### src/rtl/ins_mem_pkg.sv
// Shared constants for the instruction-memory subsystem: arbiter FSM states
// and index-width helper, reused by the processor top.
package ins_mem_pkg;

   typedef enum logic [1:0] {
      ST_LOAD  = 2'd0,
      ST_RUN   = 2'd1,
      ST_DRAIN = 2'd2
   } state_t;

   // Width of an index into n items; never zero so single-core builds still elaborate.
   function automatic int idx_width(input int n);
      return (n > 1) ? $clog2(n) : 1;
   endfunction

endpackage

### src/rtl/ins_mem_arbiter_rr.sv
// Round-robin selector: scans from (last_grant+1) mod N and returns the first
// requester as a one-hot grant plus its index.
module rr_arbiter #(
   parameter int unsigned N     = 4,
   parameter int unsigned IDX_W = 2
) (
   input  logic [N-1:0]     req,
   input  logic [IDX_W-1:0] last_grant,
   output logic [N-1:0]     gnt,
   output logic [IDX_W-1:0] index
);

   logic             found;
   int unsigned      cand;
   logic [IDX_W-1:0] sel;

   always_comb begin
      gnt   = '0;
      index = '0;
      found = 1'b0;
      cand  = 32'd0;
      sel   = '0;
      for (int unsigned i = 1; i <= N; i++) begin
         cand = (32'(last_grant) + i) % N;
         sel  = IDX_W'(cand);
         if (!found && req[sel]) begin
            gnt[sel] = 1'b1;
            index    = sel;
            found    = 1'b1;
         end
      end
   end

endmodule

### src/rtl/ins_mem_arbiter.sv
// Instruction-memory port arbiter: host programs the RAM in LOAD, cores fetch
// round-robin in RUN through a two-stage read pipeline, DRAIN lets reads retire.
module ins_mem_arbiter
   import ins_mem_pkg::*;
#(
   parameter int CORE_COUNT = 4,
   parameter int WIDTH      = 8,
   parameter int DEPTH      = 256,
   parameter int ADDR_WIDTH = $clog2(DEPTH)
) (
   input  logic                             clk,
   input  logic                             rst,
   input  logic                             start,
   input  logic                             load_req,
   input  logic                             host_wrEn,
   input  logic [ADDR_WIDTH-1:0]            host_addr,
   input  logic [WIDTH-1:0]                 host_dataIn,
   input  logic [CORE_COUNT-1:0]            core_req,
   input  logic [CORE_COUNT*ADDR_WIDTH-1:0] core_addr,
   output logic [CORE_COUNT-1:0]            core_gnt,
   output logic [CORE_COUNT-1:0]            core_rvalid,
   output logic [WIDTH-1:0]                 core_rdata,
   output logic                             ram_wrEn,
   output logic [ADDR_WIDTH-1:0]            ram_addr,
   output logic [WIDTH-1:0]                 ram_dataIn,
   input  logic [WIDTH-1:0]                 ram_dataOut,
   output logic                             running
);

   localparam int IDX_W = idx_width(CORE_COUNT);

   state_t                  state, state_next;
   logic [IDX_W-1:0]        last_grant, arb_idx, s1_idx;
   logic                    s1_valid, grant;
   logic [CORE_COUNT-1:0]   arb_req, arb_gnt, rv_next;
   logic [ADDR_WIDTH-1:0]   win_addr;

   assign arb_req  = (state == ST_RUN) ? core_req : '0;
   assign grant    = |arb_gnt;
   assign core_gnt = arb_gnt;
   assign running  = (state == ST_RUN);

   rr_arbiter #(
      .N     (CORE_COUNT),
      .IDX_W (IDX_W)
   ) u_rr (
      .req        (arb_req),
      .last_grant (last_grant),
      .gnt        (arb_gnt),
      .index      (arb_idx)
   );

   always_comb begin
      win_addr = '0;
      for (int unsigned i = 0; i < CORE_COUNT; i++) begin
         if (arb_gnt[i]) win_addr = core_addr[i*ADDR_WIDTH +: ADDR_WIDTH];
      end
   end

   always_comb begin
      for (int unsigned i = 0; i < CORE_COUNT; i++) begin
         rv_next[i] = s1_valid && (s1_idx == IDX_W'(i));
      end
   end

   always_comb begin
      state_next = state;
      ram_wrEn   = 1'b0;
      ram_addr   = '0;
      ram_dataIn = '0;
      unique case (state)
         ST_LOAD: begin
            ram_wrEn   = host_wrEn & ~rst;
            ram_addr   = host_addr;
            ram_dataIn = host_dataIn;
            if (start) state_next = ST_RUN;
         end
         ST_RUN: begin
            if (grant) ram_addr = win_addr;
            if (load_req) state_next = ST_DRAIN;
         end
         // No grants here, so the read in stage 1 retires this cycle and both stages are empty next cycle.
         ST_DRAIN: state_next = ST_LOAD;
         default:  state_next = ST_LOAD;
      endcase
   end

   always_ff @(posedge clk or posedge rst) begin
      if (rst) begin
         state       <= ST_LOAD;
         last_grant  <= IDX_W'(CORE_COUNT - 1);
         s1_valid    <= 1'b0;
         s1_idx      <= '0;
         core_rvalid <= '0;
         core_rdata  <= '0;
      end else begin
         state       <= state_next;
         s1_valid    <= grant;
         if (grant) begin
            s1_idx     <= arb_idx;
            last_grant <= arb_idx;
         end
         core_rvalid <= rv_next;
         if (s1_valid) core_rdata <= ram_dataOut;
      end
   end

endmodule

### config.mk
export PLATFORM = sky130hd
export DESIGN_NAME = ins_mem_arbiter
export DESIGN_NICKNAME = d
export VERILOG_FILES = /design/src/rtl/ins_mem_pkg.sv /design/src/rtl/ins_mem_arbiter_rr.sv /design/src/rtl/ins_mem_arbiter.sv
export SDC_FILE = /design/constraint.sdc
export NUM_CORES = 1
export LEC_CHECK = 0
export BUFFER_PORTS_ARGS = -buffer_cell sky130_fd_sc_hd__buf_2
export CAP_MARGIN = 20
export CORE_MARGIN = 2
export CORE_UTILIZATION = 43
export CTS_CLUSTER_DIAMETER = 150
export CTS_CLUSTER_SIZE = 12
export DETAILED_ROUTE_END_ITERATION = 16
export PLACE_DENSITY_LB_ADDON = 0.08
export SLEW_MARGIN = 20
export SYNTH_ARGS = -nofsm -noshare
export SYNTH_HDL_FRONTEND = slang
export SYNTH_SLANG_ARGS = --single-unit
### constraint.sdc
create_clock -name clk -period 6.8 [get_ports clk]
set_clock_uncertainty 0.2 [all_clocks]
set_input_delay 0.68 -clock clk [delete_from_list [all_inputs] [get_ports clk]]
set_output_delay 0.68 -clock clk [all_outputs]
set_load 0.03 [all_outputs]
-- After elaboration in Yosys (flattened, before gate mapping)
Index checks and enable logic that the tools add are counted.
- bits in registers: 19
- input port bits: 65
- output and inout bits: 34
- word-level logic and storage cells: 86
- add/subtract/negate cells: 4
- order comparisons: 8
- equality and inequality tests: 6
- mux-type cells: 39
- bitwise logic cells: 5
- reduce and logical (&&, ||, !) cells: 18
- operators with widths (kind ; number):
    $mux 8 ; 6
    $mux 4 ; 5
    $pmux 8 s2 ; 1
    $lt 2x3->1 const B ; 4
    $mux 1 ; 12
    $mux 2 ; 6
    $or 4x4->4 ; 3
    $logic_and 1x1->1 ; 11
    $bmux 1 s2 ; 4
    $demux 1 s2 ; 4
    $ge 2x1->1 const B ; 4
    $add 2x1->2 const B ; 2
    $add 2x2->2 const B ; 2
    $eq 2x1->1 const B ; 2
    $eq 2x2->1 const B ; 2
    $logic_not 2->1 ; 2
    $ne 2x2->1 const B ; 2
    $pmux 2 s2 ; 1
    $reduce_or 4->1 ; 1
    $logic_not 1->1 ; 3
    $reduce_and 2->1 ; 1
    $and 1x1->1 ; 1
    $not 1->1 ; 1

-- Depth between registers and ports, before layout
Gate-level depths: netlist of run 1.
- depth after elaboration: 20
- gate-level depth with buffers: 13
- gate-level depth less buffers: 9

-- Modules after synthesis
Synthesis of run 1 repeated with hierarchy kept, for this count alone.
- cells, all modules: 174
- area, all modules: 1646.6 um^2
- by module, submodules not included (module ; times used ; cells an instance ; area an instance (um^2) ; seq. area each (um^2)):
    ins_mem_arbiter ; 1 ; 115 ; 1156.1 ; 478.0
    rr_arbiter ; 1 ; 59 ; 490.5 ; 0.0

-- Worst setup path after synthesis of run 1
Ideal clock, no wire load.
- path type: reg2out
- start: register last_grant[0]
- end: output port ram_addr[0]
- data arrival time: 3.236 ns
- required time: 5.920 ns
- slack: 2.684 ns
- cell stages (with the launch flop): 12
- path buffers: 3
- path through: dfstp_2 buf_2 inv_2 ha_1 clkbuf_1 nor3b_1 a22oi_2 mux2_2 a221o_1 buf_6 a32o_1 a211o_1
- elaborated cells between the ends (all ways): 55
- those cells by class: 4 x add/sub; 8 x order compare; 29 x mux; 3 x bitwise; 11 x reduce/logical
- RTL lines (element ; RTL line ; source):
    start: declaration ; ins_mem_arbiter.sv:33 ; logic [IDX_W-1:0] last_grant, arb_idx, s1_idx;
    start signal: assignment ; ins_mem_arbiter.sv:91 ; last_grant <= IDX_W'(CORE_COUNT - 1);
    start signal: assignment ; ins_mem_arbiter.sv:101 ; last_grant <= arb_idx;
    parallel branches: the longest is 12 deep, another holds $lt 2x3->1 ; - ;
    $mux 4 (*) ; ins_mem_arbiter_rr.sv:26 ; if (!found && req[sel]) begin
    net core_gnt[1] ; ins_mem_arbiter.sv:20 ; output logic [CORE_COUNT-1:0] core_gnt,
    $mux 8 (3 in a row) ; ins_mem_arbiter.sv:56 ; if (arb_gnt[i]) win_addr = core_addr[i*ADDR_WIDTH +: ADDR_WIDTH];
    $mux 8 (*) ; ins_mem_arbiter.sv:79 ; if (grant) ram_addr = win_addr;
    $pmux 8 s2 (*) ; ins_mem_arbiter.sv:71 ; unique case (state)
    end: declaration ; ins_mem_arbiter.sv:24 ; output logic [ADDR_WIDTH-1:0] ram_addr,
Mark *: on every way through the listed nets, which the timed path passes. The select of a mux whose other input is x is not followed.

-- Final worst setup path of run 1
- start: register last_grant[0]
- end: output port ram_addr[2]
- cells in the longest elaborated chain, start to end: 19
- elaborated cells between the ends (all ways): 55
- those cells by class: 4 x add/sub; 8 x order compare; 29 x mux; 3 x bitwise; 11 x reduce/logical
- RTL lines (element ; RTL line):
    parallel branches: the longest is 12 deep, another holds $lt 2x3->1 ; -
    $mux 4 (*) ; ins_mem_arbiter_rr.sv:26
    $mux 8 (4 in a row) ; ins_mem_arbiter.sv:56
    $mux 8 (*) ; ins_mem_arbiter.sv:79
    $pmux 8 s2 (*) ; ins_mem_arbiter.sv:71
Mark *: on every way between the ends. The select of a mux whose other input is x is not followed.

==> summary.txt, run 1 <==
GRT
  – Grt total ovfl: 0
  – First-pass GRT wire length: 7.47 mm
  – Vias in the first global route: 1695
  – GRT Total Usage: 21.1%
  – Initial antenna violation count: 0
  – Largest net degree at the start of global routing: 22

Clock network
  – CTS Buf Count: 3
  – Worst-Skew Late Latency: 0.25 ns
  – Hold Buf Count CTS: 0
  – CTS root buf: clkbuf_8
  – CTS tree: done
  – H-tree Lvls: 1
  – Clock buffer depth: 2
  – Post-CTS Setup Bufs: 0
  – Resized Gates After CTS: 0
  – CTS sink cnt: 19
  – CTS clk-pin slew, worst paths: 0.06 ns

Detailed routing
  – Post-route ant nets: 0
  – First-pass detailed-route iteration total: 4
  – Drt total wl: 4.62 mm
  – Initial DRC count: 121
  – Vias/cell: 5.65
  – Vias: 1784
  – DRC: 0
  – DR WL/cell: 14.6 µm

Floorplan
  – Initial Utilization: 46.0%
  – Die Height: 67.3 µm
  – Core area: 3740 µm²
  – Die area: 4520 µm²
  – Io pins: 99
  – Die width: 67.3 µm
  – FP Rows: 22

Synth
  – Netlist Area Pre-Place: 1720 µm²
  – Commonest cells post-synth: 17 x dfrtp_1, 16 x and2_1, 11 x a211o_1, 11 x mux2_2, 11 x nor3b_1
  – Post-Syn Area per Cell: 9.56 µm²
  – Synth unique cells: 55
  – Asr flop ratio synth: 100%
  – Syn nets: 249
  – Yosys top cell area share: 24.7%
  – Synth Flop Type: dfrtp_1
  – Synth area leader: dfrtp_1
  – Post-synthesis sequential area ratio: 27.8%
  – Area contributors post-synth: dfrtp_1 25%, mux2_2 7.2%, and2_1 5.8%
  – Post-synthesis register bit count: 19
  – Cell count after synthesis: 180
  – Post-synth EDFFs: 0
  – Yosys warnings: 0
  – Count leader, synth: dfrtp_1

Timing
  – Setup-failing EPs final: 0
  – Setup TNS: 0 ns
  – Hold WS: 0.302 ns
  – Setup ws final: 2.04 ns
  – Min Clock Period, post-route: 4.76 ns
  – Period utilisation layout: 69.9%
  – Max-slew violations: 0
  – Maximum clock frequency: 210 MHz
  – Final hold vios: 0
  – Tightest Pin Transition: 0.927 ns
  – Slew margin rel.: 38.0%
  – RSZ-0062 raised after global routing: no

Setup path
  – CP required: 5.92 ns
  – CP Max Fanout: 17
  – CP max-delay cell: dfstp_2
  – Worst Setup SP: last_grant[0]
  – Worst setup path category: reg -> out
  – Reg2reg start: last_grant[0]
  – Crit end category: output port
  – CP Launch Type: flip-flop
  – Slowest Stage Delay on Critical Path: 0.74 ns
  – CP arrival: 3.88 ns
  – Worst-path cell chain: inv_2, ha_1, nor2b_1, a221oi_1, o32a_1, and3_1, clkinv_2, nor2_1, a211o_1, buf_2

Place
  – Routability congestion estimate: 0.889
  – Detailed Place HPWL: 3.61 mm
  – Pre-CTS setup slack: 2.35 ns
  – PortBufs: 98

Cells and area
  – Final core utilization: 59.4%
  – Inserted Diodes: 0
  – Layout cell share with drive strength beyond 1: 45.5%
  – Final #Nets: 338
  – Area delta synth->final: 29.2%

Power
  – VDD IR max: 308 µV
  – Leak pwr: 0.00114 µW
  – Power per Cell Area: 440 nW/µm²
  – Pwr Total: 978 µW

Run
  – Maxcap violations: 0

Hold path
  – Worst hold path type: reg -> reg
  – Hold Path Origin: state[1]

Run status
  – Status: complete, no violations
power by group:
group	leakage, µW	switching (µW)	internal [µW]
clock	0.0000228	33.4	41.6
combinational	0.000888	415	267
sequential	0.000232	54.6	167
path summary, 6_finish.rpt:
check	to	slack, ns	depth (start not counted)
worst max-delay path	ram_addr[2]	2.04	10
worst min-delay path	state[0]	0.30	1
worst max register to register	s1_idx[0]	3.10	9
worst min register to register	state[0]	0.30	1
max in group asynchronous	core_rvalid[3]	5.63	2
min in group asynchronous	core_rdata[7]	0.33	2
critical path, delay by kind of cell, from the launching register on:
family | cells | cell delay (ns)
flops | 1 | 0.74
simple gates | 3 | 1.13
fa+ha+maj | 1 | 0.42
buf+inv | 3 | 0.44
compound gates | 3 | 0.88
layer usage:
metal / share of wire (%) / GRT usage, %
met2: 52 / 37.9
met3: 5.7 / 3.67
met4: 0.71 / 5.36
met1: 42 / 26.1
met5: 0 / 0
registers in the layout, indices dropped and copies added, names as in the netlist:
signal	count
core_rdata	8
core_rvalid	4
last_grant	2
s1_idx	2
s1_valid	1
state	2
layout make-up:
cell class	count	area, µm²
Timing Repair Buffer	98	490
Multi-Input combinational cell	136	1110
Inverter	11	42.5
Clock buffer	4	45.0
Fill cell	348	1520
Sequential cell	19	478
Tap cell	48	60.1
logic make-up after synthesis:
logic type | after synthesis | synth area share, %
AND/OR/NAND/NOR | 63 | 22.3
buffers and inverters | 25 | 7.85
multiplexers | 17 | 11.4
flip-flops | 19 | 27.8
adder cells (fa/ha/maj) | 4 | 2.91
AO/OA/AOI/OAI | 52 | 27.8
cell usage in the layout, fill, tap and decap left out, types with 2 or more instances in the layout:
cell,synthesis,final
mux2_2,11,11
dfrtp_1,17,17
inv_1,8,8
ha_1,4,4
nor2_1,9,9
a221oi_1,2,2
nand3_1,3,3
clkbuf_8,0,3
o32ai_1,2,2
a31o_1,2,2
nand2_1,4,4
nand4_1,2,2
nand2b_1,3,3
a32o_1,8,8
mux2i_1,5,5
a211o_1,11,11
dfstp_2,2,2
nor3b_1,11,11
buf_2,5,98
o41a_1,3,3
a22o_1,8,8
and3_1,5,5
and2_1,16,16
nor2b_1,2,2
metrics by stage:
| step | cells | area, µm² |
|---|---|---|
| finish | 316 | 2220 |
| global route | 316 | 2220 |
| CTS | 316 | 2220 |
| detailed placement | 312 | 2180 |
| global placement | 312 | 2180 |
| floorplan | 180 | 1720 |
Note: power is estimated with default switching activity, not from simulation.
==> run 2, diff against run 1 <==
==> constraint.sdc (replaced) <==
create_clock -name clk -period 4.7 [get_ports clk]
set_clock_uncertainty 0.2 [all_clocks]
set_input_delay 0.47 -clock clk [delete_from_list [all_inputs] [get_ports clk]]
set_output_delay 0.47 -clock clk [all_outputs]
set_load 0.03 [all_outputs]
==> run 2 against run 1 <==
Worst setup slack worse by 1.8 ns. Combinational power rose by 48%. Largest power group unchanged. Global-route usage about the same. Register-to-register slack worse by 2.1 ns. Critical path depth unchanged. Sequential cell count unchanged. Hold slack worse by 0.18 ns. Highest routed layer unchanged.
==> summary.txt, run 2 (same netlist as run 1, synthesis figures left out) <==
Floorplan
  – Initial Utilization: 46.0%
  – Die Height: 67.3 µm
  – FP Rows: 22
  – Io pins: 99
  – Core area: 3740 µm²
  – Die area: 4520 µm²
  – Die width: 67.3 µm

Cells and area
  – Biggest regs: core_rdata (8), core_rvalid (4)
  – Max reg flops: 8
  – Final non-filler cell total: 317
  – Area delta synth->final: 30.0%
  – Most frequent cells in the layout: 98 x buf_2, 17 x dfrtp_1, 16 x and2_1
  – Commonest non-fill, non-tap cell in the layout: buf_2
  – Final instance area: 2240 µm²
  – Layout cell share with drive strength beyond 1: 46.1%
  – Largest register by flop count: core_rdata
  – Inserted Diodes: 0
  – Number of fillers in the final layout: 347
  – Final #Nets: 339

GRT
  – GRT Total Usage: 21.1%
  – Grt total ovfl: 0
  – First-pass GRT wire length: 7.41 mm
  – Vias in the first global route: 1681
  – Largest net degree at the start of global routing: 22
  – Initial antenna violation count: 0

Timing
  – Hold WS: 0.124 ns
  – Setup ws final: 0.285 ns
  – Maximum clock frequency: 227 MHz
  – Setup-failing EPs final: 0
  – Tightest Pin Transition: 0.860 ns
  – Final hold vios: 0
  – Slew margin rel.: 42.4%
  – Min Clock Period, post-route: 4.41 ns
  – Max-slew violations: 0
  – Period utilisation layout: 93.9%

Power
  – VDD IR max: 373 µV
  – Leak pwr: 0.00115 µW
  – Pint: 697 µW
  – Combinational Power Share: 69.9%
  – Net Sw Power: 741 µW
  – Clock Power Share: 7.5%
  – Pwr Total: 1440 µW
  – Part of the power in registers: 22.5%
  – Switching Share: 51.5%
  – Power per Cell Area: 643 nW/µm²

Clock network
  – Post-CTS Setup Bufs: 0
  – CTS Buf Count: 3
  – Hold Buf Count CTS: 0
  – CTS clk-pin slew, worst paths: 0.07 ns
  – CTS tree: done
  – CTS root buf: clkbuf_8
  – Resized Gates After CTS: 0
  – CTS sink cnt: 19
  – H-tree Lvls: 1
  – Worst-Skew Late Latency: 0.24 ns
  – Clock buffer depth: 2

Place
  – Detailed Place HPWL: 3.75 mm
  – Area after DPL: 2190 µm²
  – Pre-CTS setup slack: 0.585 ns
  – Post-Place Cells: 313
  – PortBufs: 98
  – Routability congestion estimate: 0.842

Setup path
  – CP required: 4.03 ns
  – Worst setup path category: reg -> out
  – CP Launch Type: flip-flop
  – CP arrival: 3.74 ns
  – Crit end category: output port
  – CP Max Fanout: 21

Detailed routing
  – Vias/cell: 5.58
  – Drt total wl: 4.81 mm
  – Post-route ant nets: 0
  – DR WL/cell: 15.2 µm
  – First-pass detailed-route iteration total: 4
  – DRC: 0
  – Vias: 1770
  – Initial DRC count: 122

Hold path
  – Worst hold path type: in -> async

Run status
  – Status: complete, no violations

Run
  – Maxcap violations: 0
run 2: power by group through the flow:
stage	sequential [µW]	combinational (µW)	clock, µW
finish	324	1010	109
global placement	323	1000	0
floorplan	380	723	0
detailed placement	325	999	0
global route	337	1080	121
CTS	323	1000	111
run 2: path summary, 6_finish.rpt:
kind,start,endpoint,slack [ns],cells after the start
min in group clk,ram_dataOut[2],core_rdata[2],0.25,2
max,last_grant[0],ram_addr[0],0.29,10
min reg2reg,state[1],state[0],0.30,1
max in group asynchronous,rst,core_rdata[2],3.73,2
max reg2reg,last_grant[0],s1_idx[0],1.04,9
min,rst,core_rdata[7],0.12,2
run 2: routing by layer:
metal,vias to the layer above,global-route usage (%),routed length (µm)
met1,826,27.2,2010
met2,69,36.6,2520
met4,0,5.36,9
met5,-,0,0
li1,873,-,-
met3,2,3.33,265
run 2: layout make-up:
| type | count | area [µm²] | area share [%] |
|---|---|---|---|
| sequential | 19 | 478 | 21.4 |
| multi-input combinational | 136 | 1110 | 49.8 |
| timing repair buffer | 99 | 498 | 22.3 |
| tap | 48 | 60.1 | 2.68 |
| clock buffer | 4 | 45.0 | 2.01 |
| inverter | 11 | 42.5 | 1.90 |
run 2: metrics by stage:
stage / utilization [%] / TNS [ns]
floorplan: - / 0
finish: 59.8 / 0
detailed placement: 58.4 / 0
CTS: 59.6 / 0
global placement: 58.4 / 0
global route: 59.8 / -0.00722
run 2: critical path, stage by stage, from the launching register on:
cell and delay [ns]:
dfstp_2 0.75, inv_2 0.11, ha_1 0.42, nor3b_1 0.36, a22oi_2 0.22, and3_1 0.22, a211o_1 0.53, nor2_1 0.34
buf_4 0.22, a211o_1 0.13, buf_2 0.19
